### config.mk
export PLATFORM = sky130hd
export DESIGN_NAME = bram_sdp_be_flat
export DESIGN_NICKNAME = d
export VERILOG_FILES = /design/src/rtl/bram_sdp_be_if.sv /design/src/rtl/bram_sdp_be.sv /design/src/flat_wrapper.sv
export SDC_FILE = /design/constraint.sdc
export NUM_CORES = 1
export LEC_CHECK = 0
export CAP_MARGIN = 40
export CELL_PAD_IN_SITES_DETAIL_PLACEMENT = 1
export CELL_PAD_IN_SITES_GLOBAL_PLACEMENT = 1
export CORE_MARGIN = 8
export CORE_UTILIZATION = 45
export CTS_CLUSTER_DIAMETER = 30
export DETAILED_ROUTE_END_ITERATION = 12
export GPL_ROUTABILITY_DRIVEN = 0
export MAX_ROUTING_LAYER = met4
export PLACE_DENSITY_LB_ADDON = 0.08
export SLEW_MARGIN = 25
export SYNTH_ARGS = -nofsm -noshare
export SYNTH_HDL_FRONTEND = slang
export SYNTH_SLANG_ARGS = --single-unit
export TNS_END_PERCENT = 10
### constraint.sdc
create_clock -name clk -period 2.7 [get_ports clk]
set_input_delay 0.27 -clock clk [delete_from_list [all_inputs] [get_ports clk]]
set_output_delay 0.27 -clock clk [all_outputs]
set_load 0.1 [all_outputs]
### src/rtl/bram_sdp_be_if.sv
// rtl/bram_sdp_be_if.sv - write/read port bundle for the byte-enabled simple-dual-port RAM
interface bram_sdp_be_if #(
    parameter int WIDTH = 32,
    parameter int DEPTH = 8
);
    localparam int AW = $clog2(DEPTH);

    logic               we;
    logic [WIDTH/8-1:0] wr_be;
    logic [AW-1:0]      wr_add;
    logic [WIDTH-1:0]   wr_data;
    logic               rd_en;
    logic [AW-1:0]      rd_add;
    logic [WIDTH-1:0]   rd_data;
    logic               rd_valid;
    logic               busy;

    modport master (
        output we, wr_be, wr_add, wr_data, rd_en, rd_add,
        input  rd_data, rd_valid, busy
    );

    modport slave (
        input  we, wr_be, wr_add, wr_data, rd_en, rd_add,
        output rd_data, rd_valid, busy
    );
endinterface

### src/rtl/bram_sdp_be.sv
// rtl/bram_sdp_be.sv - simple-dual-port block RAM with byte enables, 1/2-cycle read latency and zero-fill sweep
module bram_sdp_be #(
    parameter int WIDTH          = 32,
    parameter int DEPTH          = 8,
    parameter int RD_LATENCY     = 1,
    parameter int RDW_MODE       = 0,
    parameter int CLEAR_ON_RESET = 1
) (
    input  logic         clk,
    input  logic         rst,
    bram_sdp_be_if.slave bus
);
    localparam int AW = $clog2(DEPTH);
    localparam int NB = WIDTH / 8;

    typedef enum logic {ST_CLEAR, ST_READY} state_t;

    state_t           state;
    logic [AW-1:0]    clr_cnt;
    logic [WIDTH-1:0] mem [DEPTH];

    logic             busy;
    logic             wr_acc;
    logic             rd_acc;
    logic [WIDTH-1:0] rd_word;
    logic [WIDTH-1:0] s1_data;
    logic             s1_valid;

    assign busy     = rst | (state == ST_CLEAR);
    assign bus.busy = busy;
    assign wr_acc   = bus.we & ~busy;
    assign rd_acc   = bus.rd_en & ~busy;

    always_ff @(posedge clk) begin
        if (rst) begin
            state   <= (CLEAR_ON_RESET != 0) ? ST_CLEAR : ST_READY;
            clr_cnt <= '0;
        end else if (state == ST_CLEAR) begin
            clr_cnt <= clr_cnt + 1'b1;
            if (clr_cnt == AW'(DEPTH - 1))
                state <= ST_READY;
        end
    end

    // Array has no reset; the sweep is the only way contents get zeroed.
    always_ff @(posedge clk) begin
        if (!rst && state == ST_CLEAR) begin
            mem[clr_cnt] <= '0;
        end else if (wr_acc) begin
            for (int i = 0; i < NB; i++)
                if (bus.wr_be[i])
                    mem[bus.wr_add][8*i +: 8] <= bus.wr_data[8*i +: 8];
        end
    end

    // In new-data mode, enabled lanes of a same-address write bypass the array.
    always_comb begin
        rd_word = mem[bus.rd_add];
        if (RDW_MODE != 0 && wr_acc && bus.wr_add == bus.rd_add) begin
            for (int i = 0; i < NB; i++)
                if (bus.wr_be[i])
                    rd_word[8*i +: 8] = bus.wr_data[8*i +: 8];
        end
    end

    always_ff @(posedge clk) begin
        if (rst) begin
            s1_valid <= 1'b0;
            s1_data  <= '0;
        end else begin
            s1_valid <= rd_acc;
            if (rd_acc)
                s1_data <= rd_word;
        end
    end

    generate
        if (RD_LATENCY == 2) begin : g_lat2
            logic [WIDTH-1:0] s2_data;
            logic             s2_valid;

            always_ff @(posedge clk) begin
                if (rst) begin
                    s2_valid <= 1'b0;
                    s2_data  <= '0;
                end else begin
                    s2_valid <= s1_valid;
                    if (s1_valid)
                        s2_data <= s1_data;
                end
            end

            assign bus.rd_data  = s2_data;
            assign bus.rd_valid = s2_valid;
        end else begin : g_lat1
            assign bus.rd_data  = s1_data;
            assign bus.rd_valid = s1_valid;
        end
    endgenerate
endmodule

### src/flat_wrapper.sv
// flat-port wrapper written by rule: the top's interface ports become plain ports
module bram_sdp_be_flat 
#(
    parameter int WIDTH          = 32,
    parameter int DEPTH          = 8,
    parameter int RD_LATENCY     = 1,
    parameter int RDW_MODE       = 0,
    parameter int CLEAR_ON_RESET = 1
)
  (clk, rst, bus_we, bus_wr_be, bus_wr_add, bus_wr_data, bus_rd_en, bus_rd_add, bus_rd_data, bus_rd_valid, bus_busy);
  bram_sdp_be_if #(.WIDTH(WIDTH), .DEPTH(DEPTH)) bus_i ();
  input  logic clk;
  input  logic rst;
  input wire logic [$bits(bus_i.we)-1:0] bus_we;
  input wire logic [$bits(bus_i.wr_be)-1:0] bus_wr_be;
  input wire logic [$bits(bus_i.wr_add)-1:0] bus_wr_add;
  input wire logic [$bits(bus_i.wr_data)-1:0] bus_wr_data;
  input wire logic [$bits(bus_i.rd_en)-1:0] bus_rd_en;
  input wire logic [$bits(bus_i.rd_add)-1:0] bus_rd_add;
  output wire logic [$bits(bus_i.rd_data)-1:0] bus_rd_data;
  output wire logic [$bits(bus_i.rd_valid)-1:0] bus_rd_valid;
  output wire logic [$bits(bus_i.busy)-1:0] bus_busy;
  assign bus_i.we = bus_we;
  assign bus_i.wr_be = bus_wr_be;
  assign bus_i.wr_add = bus_wr_add;
  assign bus_i.wr_data = bus_wr_data;
  assign bus_i.rd_en = bus_rd_en;
  assign bus_i.rd_add = bus_rd_add;
  assign bus_rd_data = bus_i.rd_data;
  assign bus_rd_valid = bus_i.rd_valid;
  assign bus_busy = bus_i.busy;
  bram_sdp_be #(.WIDTH(WIDTH), .DEPTH(DEPTH), .RD_LATENCY(RD_LATENCY), .RDW_MODE(RDW_MODE), .CLEAR_ON_RESET(CLEAR_ON_RESET)) u_core (.clk(clk), .rst(rst), .bus(bus_i));
endmodule
=== Word level (Yosys, flattened, before mapping) ===
Memories as Yosys holds them, arrays and structs flattened. A register that Yosys moved wholly into a read port is not among the register bits.
Cells that the tools add are included.

* Output and inout port bits: 34
* Memories: 1
* Register bits after elaboration: 5
* Input bits: 46
* Bits in writable memories: 256

{| class="wikitable"
|+ Memories
! name !! words !! bits a word !! rd ports !! clocked after Yosys merged registers in !! wr ports !! line !! text
|-
| u_core.mem || 8 || 32 || 1 || 1 || 1 || bram_sdp_be.sv:20 || <nowiki>logic [WIDTH-1:0] mem [DEPTH];</nowiki>
|}

* Equal/unequal tests: 1
* Bitwise gates (word level): 5
* Add/sub/neg operators: 1
* Multiplexer cells: 23
* Reductions and logical operators: 3

{| class="wikitable"
|+ Operators by type and width
! kind !! number
|-
| $mux W32 || 1
|-
| $reduce_or A32 Y1 || 1
|-
| $mux W1 || 20
|-
| $mux W4 || 1
|-
| $add A3 B1 Y3 const B || 1
|-
| $eq A3 B3 Y1 const B || 1
|-
| $mux W3 || 1
|-
| $and A1 B1 Y1 || 2
|-
| $not A1 Y1 || 2
|-
| $logic_and A1 B1 Y1 || 1
|-
| $logic_not A1 Y1 || 1
|-
| $or A1 B1 Y1 || 1
|}

=== Longest topological paths before layout ===
Gate-level depths: netlist of the first run.

* Depth after elaboration: 9
* Mapped depth: 5
* Gate-level depth less buffers: 4

=== Least setup slack after synthesis of the first run ===
No wires, ideal clock.

* Kind: flip-flop to flip-flop
* From: reg u_core.state
* To: mem u_core.mem[7][0], enable pin
* Arrival: 1.521 ns
* Stages on the path, launching flop included: 4
* Path slack: 0.804 ns
* Setup time: 0.375 ns
* Data required time: 2.325 ns
* Path buffers: 0
* Path through: dfxtp_1 nand3b_4 or4b_4 a21oi_1

* Longest elaborated chain between the ends: 9

{| class="wikitable"
|+ Ends and longest elaborated chain
! what !! line !! text
|-
| start: declaration || bram_sdp_be.sv:18 || <nowiki>state_t state;</nowiki>
|-
| start signal: assignment || bram_sdp_be.sv:36 || <nowiki>state <= (CLEAR_ON_RESET != 0) ? ST_CLEAR : ST_READY;</nowiki>
|-
| $not A1 Y1 (*) || - ||
|-
| $or A1 B1 Y1 || bram_sdp_be.sv:29 || <nowiki>assign busy = rst | (state == ST_CLEAR);</nowiki>
|-
| $not A1 Y1 || bram_sdp_be.sv:31 || <nowiki>assign wr_acc = bus.we & ~busy;</nowiki>
|-
| $and A1 B1 Y1 || bram_sdp_be.sv:31 ||
|-
| $mux W1 || bram_sdp_be.sv:49 || <nowiki>end else if (wr_acc) begin</nowiki>
|-
| $mux W1 || bram_sdp_be.sv:47 || <nowiki>if (!rst && state == ST_CLEAR) begin</nowiki>
|-
| $mux W1 (not written as such) || bram_sdp_be.sv:52 || <nowiki>mem[bus.wr_add][8*i +: 8] <= bus.wr_data[8*i +: 8];</nowiki>
|-
| $reduce_or A32 Y1 (no line) || - ||
|-
| $mux W3 (no line) or $mux W4 (tied branches) || - ||
|-
| end: declaration || bram_sdp_be.sv:20 ||
|}

Every way passes the cells marked *; elsewhere a longest branch is shown, timed or not.

=== Worst setup path in the final report of the first run ===
* From: reg u_core.state
* To: mem u_core.mem[2][26], enable pin

Same word-level chain as after synthesis.

==> impl_metrics.py, run 1 <==
metrics = {
    "run_status": {
        "status": "finished clean",
    },
    "detailed_routing": {
        "dr.max_layer_used": "met4",
        "routed_via_density": 5.547,
        "drt_iter0_drc": 454,
        "drc_errors": 0,
        "detail_route.wirelength_um": 29870,
        "dr_wl_met2_um": 14600,
        "detail_route.wirelength.met1_um": 13220,
        "route.antenna.remaining_nets": 0,
        "route.met3.wl_um": 1559,
        "drt-pass1-iter-count": 5,
        "post_drt_wl_per_cell_um": 24.26,
        "via_count": 6828,
    },
    "final_layout": {
        "layout-drive-gt1-share_pct": 35.16,
        "layout-area-overhead-vs-synth_pct": 27.96,
        "finalNonFillerCells": 1231,
        "insertedDiodeCount": 0,
        "num-nets-final": 897,
    },
    "yosys": {
        "synth_top_family_by_area": "multiplexers",
        "synth-compound-area-share_pct": 7.769,
        "gate_count_after_technology_mapping": 710,
        "synth_xor_xnor_area_share_pct": 0.07533,
        "ys_seq_area_share_pct": 72.48,
        "cell_variety_after_synth": 32,
        "synth_simple_gate_area_share_pct": 4.735,
        "netlist_area_pre_place_um2": 11630,
        "synthesis.yosys.warnings": 0,
        "synth_adder_area_share_pct": 0.2152,
        "synth.mux.area_fraction_pct": 12.57,
        "ys_ff_latch": 293,
        "syn_avg_cell_area_um2": 16.38,
        "synthesized_nets": 758,
    },
    "grt": {
        "wire_length_of_the_first_global_routing_pass_um": 46040,
        "grt_pass1_vias": 7603,
        "grt_usage_pct": 19.93,
        "grt_overflow_total": 0,
        "grt_antenna_before_repair": 0,
        "pin_count_of_the_biggest_net_entering_global_routing": 63,
    },
    "sta": {
        "grt_setup_unrepaired": "no",
        "setup_violation_total_in_the_final_timing_report": 0,
        "final.setup_skew_ns": 0.01942,
        "finalHoldViolCount": 0,
        "fin_hold_ws_ns": 0.4005,
        "post-route-min-period_ns": 2.200,
        "report.final.slew_viol_count": 0,
        "fmaxAchievable_mhz": 454.6,
        "slew_headroom_pct": 54.65,
        "timing_worst_slew_pin_value_ns": 0.6796,
        "final_min_period_over_clock_period_pct": 81.48,
        "setup_total_negative_slack_ns": 0,
    },
    "clock_tree": {
        "clk_root_buffer_cell": "clkbuf_16",
        "worstSkewPairLatency_ns": 0.55,
        "holdBufCountCts": 0,
        "cts_resized": 0,
        "postCtsSetupBuffers": 0,
        "clk_pin_slew_worst_paths_ns": 0.05,
        "clock_tree.htree_level_count": 2,
        "tritoncts": "built",
        "clock_path_buffers": 3,
        "cts_made_buffers": 55,
        "clock_sink_count": 293,
    },
    "critical_path": {
        "cpLargestDelayFamily": "simple AND/OR/NAND/NOR gates",
        "worstSetupPathType": "reg -> reg",
        "worstSetupEndpointType": "register",
        "start_kind": "register",
        "path_buf_inv": 1,
        "critPathMaxFanout": 15,
        "worst-path-stages": 4,
        "crit_chain": "and3b_2 -> nand4b_1 -> a21oi_1 -> buf_4",
        "timing.reg2reg.worst_path_depth": 4,
        "critical-path-max-stage-delay_ns": 0.53,
        "critical-path-slowest-cell": "dfxtp_1",
        "cp_data_required_time_ns": 2.95,
        "critPathArrivalTime_ns": 2.45,
    },
    "power_and_ir_drop": {
        "internal-power_w": 0.01002,
        "powerDensity_nw_per_um2": 852.1,
        "part_of_the_total_power_dissipated_in_sequential_elements_pct": 39.9,
        "vdd_ir_drop_max_v": 0.0006197,
        "cellLeakagePower_nw": 4.987,
        "sw_frac_of_total_pct": 20.99,
        "power.share.clock_pct": 55.6,
        "p_comb_share_pct": 4.4,
        "power.net_switching_w": 0.002662,
    },
    "floorplanning": {
        "core_area_um2": 25690,
        "initial_core_util_pct": 45.26,
        "die_h_um": 176.7,
        "die_w_um": 176.7,
        "io-pin-count": 80,
        "rows": 59,
        "die_area_um2": 31240,
    },
    "min_path": {
        "timing.hold.worst_path_depth": 4,
        "class_of_the_tightest_hold_or_removal_check": "in -> reg",
    },
    "placement": {
        "placement.io_buffers": 79,
        "dpl.cell_count": 1127,
        "final_hpwl_dp_um": 19510,
    },
    "job": {
        "max-cap-violations": 0,
    },
}
tightest hold or removal path: stages:
cell	delay [ns]
buf_4	0.21
mux2_2	0.19
o22ai_1	0.07
o31ai_1	0.18
cells in the final DEF (no fill, tap or decap), types with 3 or more instances in the layout:
master and instances:
edfxtp_1 256, mux2_2 128, buf_4 76, o22ai_1 64
clkbuf_16 55, clkdlybuf4s50_1 44, nand2_1 38, dfxtp_1 37
and3_1 32, a21oi_1 32, o31ai_1 32, inv_6 10
clkinv_2 10, bufinv_16 9, nor2_1 7, o2111ai_1 6
clkbuf_8 5, buf_12 5, inv_1 4, a21o_1 4
clkinvlp_4 4, clkinv_1 4, clkinv_4 4, nand2b_1 3
nand4_1 3, nand4b_1 3, clkbuf_1 3
area by class of cell:
type / instances / area, um2
fillers: 2365 / 10810
flip-flops and latches: 293 / 8428
multi-input cells: 370 / 2960
clock buffers: 63 / 1456
repair buffers: 125 / 1111
clock inverters: 41 / 488.0
well taps: 335 / 419.2
inverters: 4 / 15.01
registers in the layout, summed over array words and instances, names as in the netlist:
register,count
u_core.bus.rd_data,32
u_core.bus.rd_valid,1
u_core.clr_cnt,3
u_core.mem,256
u_core.state,1
Yosys cell counts (all sizes together):
cell type | instances | area [um2]
a21o | 4 | 30.03
a21oi | 33 | 165.2
and3 | 32 | 200.2
and3b | 1 | 10.01
buf | 21 | 152.6
clkbuf | 22 | 82.58
dfxtp | 37 | 740.7
edfxtp | 256 | 7687
ha | 2 | 25.02
inv | 4 | 15.01
mux2 | 128 | 1441
mux2i | 2 | 20.02
nand2 | 38 | 142.6
nand2b | 3 | 18.77
nand3b | 2 | 31.28
nand4 | 3 | 18.77
nand4b | 3 | 26.28
nor2 | 7 | 26.28
nor2b | 2 | 12.51
nor4 | 1 | 21.27
o2111ai | 6 | 52.55
o211ai | 2 | 15.01
o22ai | 64 | 400.4
o31ai | 32 | 240.2
or2 | 1 | 6.260
or4 | 2 | 22.52
or4b | 1 | 13.76
xor2 | 1 | 8.760
metal layers:
metal / vias to the layer above / track usage, %
met3: 55 / 4.118
met1: 3449 / 25.13
met4: 0 / 5.534
met5: - / -
met2: 195 / 32.33
li1: 3129 / -
power groups by stage:
stage / Clock [W] / Combinational, W / Sequential (W)
floorplan: 0 / 0.000315 / 0.00514
global placement: 0 / 0.000541 / 0.00514
detailed placement: 0 / 0.000557 / 0.00515
CTS: 0.00715 / 0.000564 / 0.00506
global route: 0.00735 / 0.000597 / 0.00507
finish: 0.00705 / 0.000560 / 0.00506
cells by family (layout without fill, tap and decap cells):
kind of cell / Yosys count / count (layout)
DFF: 293 / 293
AOI/OAI and AO/OA: 141 / 141
muxes: 130 / 130
buffers and inverters: 47 / 233
adders and majority gates: 2 / 2
and+or+nand+nor: 96 / 96
xor gates and xnor gates: 1 / 1
worst paths after layout:
path | from | end | slack (ns)
worst min-delay path | bus_rd_add[1] | u_core.bus.rd_data[17] | 0.40
worst max register to register | u_core.state | u_core.mem[2][26] | 0.50
worst min register to register | u_core.bus.rd_data[4] | u_core.bus.rd_data[4] | 0.46
worst max-delay path | u_core.state | u_core.mem[2][26] | 0.50
per-stage QoR:
stage | area, um2 | power [W] | setup WS, ns | utilization [%]
final | 14880 | 0.01268 | 0.5001 | 57.91
after global routing | 14880 | 0.01302 | 0.3829 | 57.91
after CTS | 14880 | 0.01277 | 0.5370 | 57.91
after floorplan | 11630 | 0.005459 | 0.8040 | -
after global placement | 12930 | 0.005678 | 0.1496 | 50.35
after detailed placement | 12930 | 0.005703 | 0.07471 | 50.35
No activity file was read; power rests on OpenSTA's default activity.
==> run 2: changes to the inputs <==
- clock period: 2.7 -> 1.95 ns (I/O delays scaled with it)
==> run 2 against run 1 <==
Critical endpoint is now u_core.mem[1][15]. Register-to-register slack worse by 0.50 ns. Utilization is 1.6 points higher. Worst hold slack better by 0.054 ns. Clock power is 45% higher. Final cell count is 3.2% higher. First-iteration DRC count is 21% lower. Clock-buffer cell count stayed put. Sequential share of layout area is 1.5 points lower.
==> impl_metrics.py, run 2 (synthesized netlist as in run 1, its figures left out) <==
metrics = {
    "final_layout": {
        "max_flop_register": "u_core.mem",
        "layout-drive-gt1-share_pct": 38.35,
        "largest_register_ffs": 256,
        "num-fill-cells": 2343,
        "register_area_um2": 8428,
        "insertedDiodeCount": 0,
        "layout.cells.most_common_list": "edfxtp_1, mux2_2, buf_4",
        "num-nets-final": 934,
        "final_core_utilization_pct": 59.50,
        "multi_input_area_um2": 2979,
        "most_frequent_standard_cell_in_the_layout_excluding_fill_and_tap_cells": "edfxtp_1",
        "layout-area-overhead-vs-synth_pct": 31.46,
    },
    "floorplanning": {
        "die_area_um2": 31240,
        "core_area_um2": 25690,
        "io-pin-count": 80,
        "die_w_um": 176.7,
        "initial_core_util_pct": 45.26,
        "rows": 59,
        "die_h_um": 176.7,
    },
    "detailed_routing": {
        "detail_route.wirelength_um": 30750,
        "detail_route.wirelength.met1_um": 13430,
        "dr.max_layer_used": "met4",
        "dr_wl_met2_um": 15160,
        "drt-pass1-iter-count": 5,
        "drc_errors": 0,
        "route.met3.wl_um": 1565,
        "via_count": 7120,
        "drt_iter0_drc": 360,
        "route.antenna.remaining_nets": 0,
        "routed_via_density": 5.602,
        "post_drt_wl_per_cell_um": 24.19,
    },
    "power_and_ir_drop": {
        "powerDensity_nw_per_um2": 1179,
        "total_power_w": 0.01802,
        "vdd_ir_drop_max_v": 0.0008721,
        "cellLeakagePower_nw": 5.181,
    },
    "clock_tree": {
        "holdBufCountCts": 0,
        "clk_root_buffer_cell": "clkbuf_16",
        "worstSkewPairLatency_ns": 0.56,
        "clock_sink_count": 293,
        "clk_pin_slew_worst_paths_ns": 0.05,
        "tritoncts": "built",
        "clock_path_buffers": 3,
        "clock_tree.htree_level_count": 2,
        "cts_made_buffers": 59,
    },
    "sta": {
        "final_min_period_over_clock_period_pct": 99.75,
        "report.final.slew_viol_count": 0,
        "slew_headroom_pct": 55.17,
        "post-route-min-period_ns": 1.945,
        "finalHoldViolCount": 0,
        "setup_violation_total_in_the_final_timing_report": 0,
        "setup_total_negative_slack_ns": 0,
        "fmaxAchievable_mhz": 514.1,
        "post_route_worst_setup_slack_ns": 0.004869,
        "final.setup_skew_ns": 0.01982,
        "timing_worst_slew_pin_value_ns": 0.6695,
    },
    "placement": {
        "place_worst_setup_slack_ns": -0.5398,
        "placement.io_buffers": 79,
        "final_hpwl_dp_um": 19370,
    },
    "critical_path": {
        "worstReg2RegStart": "u_core.state",
        "worstSetupPathType": "reg -> reg",
        "start_kind": "register",
        "critPathArrivalTime_ns": 2.25,
        "cp_data_required_time_ns": 2.26,
        "timing.rr.end": "u_core.mem[1][15]",
        "timing.reg2reg.worst_path_depth": 5,
        "worstSetupEndpoint": "u_core.mem[1][15]",
        "critPathMaxFanout": 8,
        "crit_path_start": "u_core.state",
        "worstSetupEndpointType": "register",
        "r2r_slack_ns": 0.005,
    },
    "grt": {
        "grt_overflow_total": 0,
        "wire_length_of_the_first_global_routing_pass_um": 46570,
        "grt_usage_pct": 20.14,
        "grt_pass1_vias": 7789,
        "grt_antenna_before_repair": 0,
        "pin_count_of_the_biggest_net_entering_global_routing": 57,
    },
    "job": {
        "max-cap-violations": 0,
    },
    "run_status": {
        "status": "finished clean",
    },
    "min_path": {
        "class_of_the_tightest_hold_or_removal_check": "reg -> reg",
    },
}
[run 2: changes by cell type in the layout (fill, tap and decap cells not counted), moves of 2 or more]
cell	delta
clkbuf_8	-4
clkinvlp_4	+7
buf_12	+3
clkinv_1	-2
clkinv_4	+4
inv_6	-3
clkbuf_16	+5
buf_4	+29
[run 2: what timing repair did]
item                                    4_1_cts  5_1_grt
hold endpoints to repair                      0        0
endpoints found under the setup margin        0      143
gates resized for setup                       0        1
buffers inserted                              0        3
[run 2: final cells by class]
type / instances / area share, %
flip-flops and latches: 293 / 55.14
multi-input cells: 371 / 19.49
clock buffers: 63 / 9.962
repair buffers: 157 / 9.086
clock inverters: 48 / 3.487
well taps: 335 / 2.742
inverters: 4 / 0.09822
[run 2: per-stage QoR]
step                      cells  area (um2)  hold slack [ns]
final                      1271       15290           0.4543
after global routing       1271       15290           0.4799
after CTS                  1267       15240           0.4469
after detailed placement   1156       13190           0.4465
after global placement     1156       13190           0.4411
after floorplan             710       11630           0.4170
[run 2: worst min path at each step]
stage                           start                     end  slack, ns  depth (start not counted)
2_1_floorplan               bus_rd_en  u_core.bus.rd_data[12]       0.42                          2
3_3_place_gp    u_core.bus.rd_data[6]   u_core.bus.rd_data[6]       0.44                          2
3_5_place_dp   u_core.bus.rd_data[24]  u_core.bus.rd_data[24]       0.45                          2
4_1_cts                           rst            u_core.state       0.45                          3
5_1_grt               bus_wr_data[27]       u_core.mem[6][27]       0.48                          2
6_report       u_core.bus.rd_data[24]  u_core.bus.rd_data[24]       0.45                          2
[run 2: power breakdown]
part | total [W] | switching, W | internal, W
clock | 0.0102 | 0.00342 | 0.00676
sequential | 0.00701 | 0.0000612 | 0.00695
combinational | 0.000832 | 0.000456 | 0.000377
[run 2: per-layer routing]
layer  vias up  global-route usage, %
li1       3208                      -
met1      3651                  25.37
met2       210                  32.54
met3        51                  3.904
met4         0                  6.340
met5         -                      -
[run 2: worst max-delay path: stages (launching register included)]
cell and delay, ns:
dfxtp_1 0.42, nand3b_4 0.16, buf_4 0.18, o211ai_1 0.54
a21oi_1 0.18, buf_4 0.21
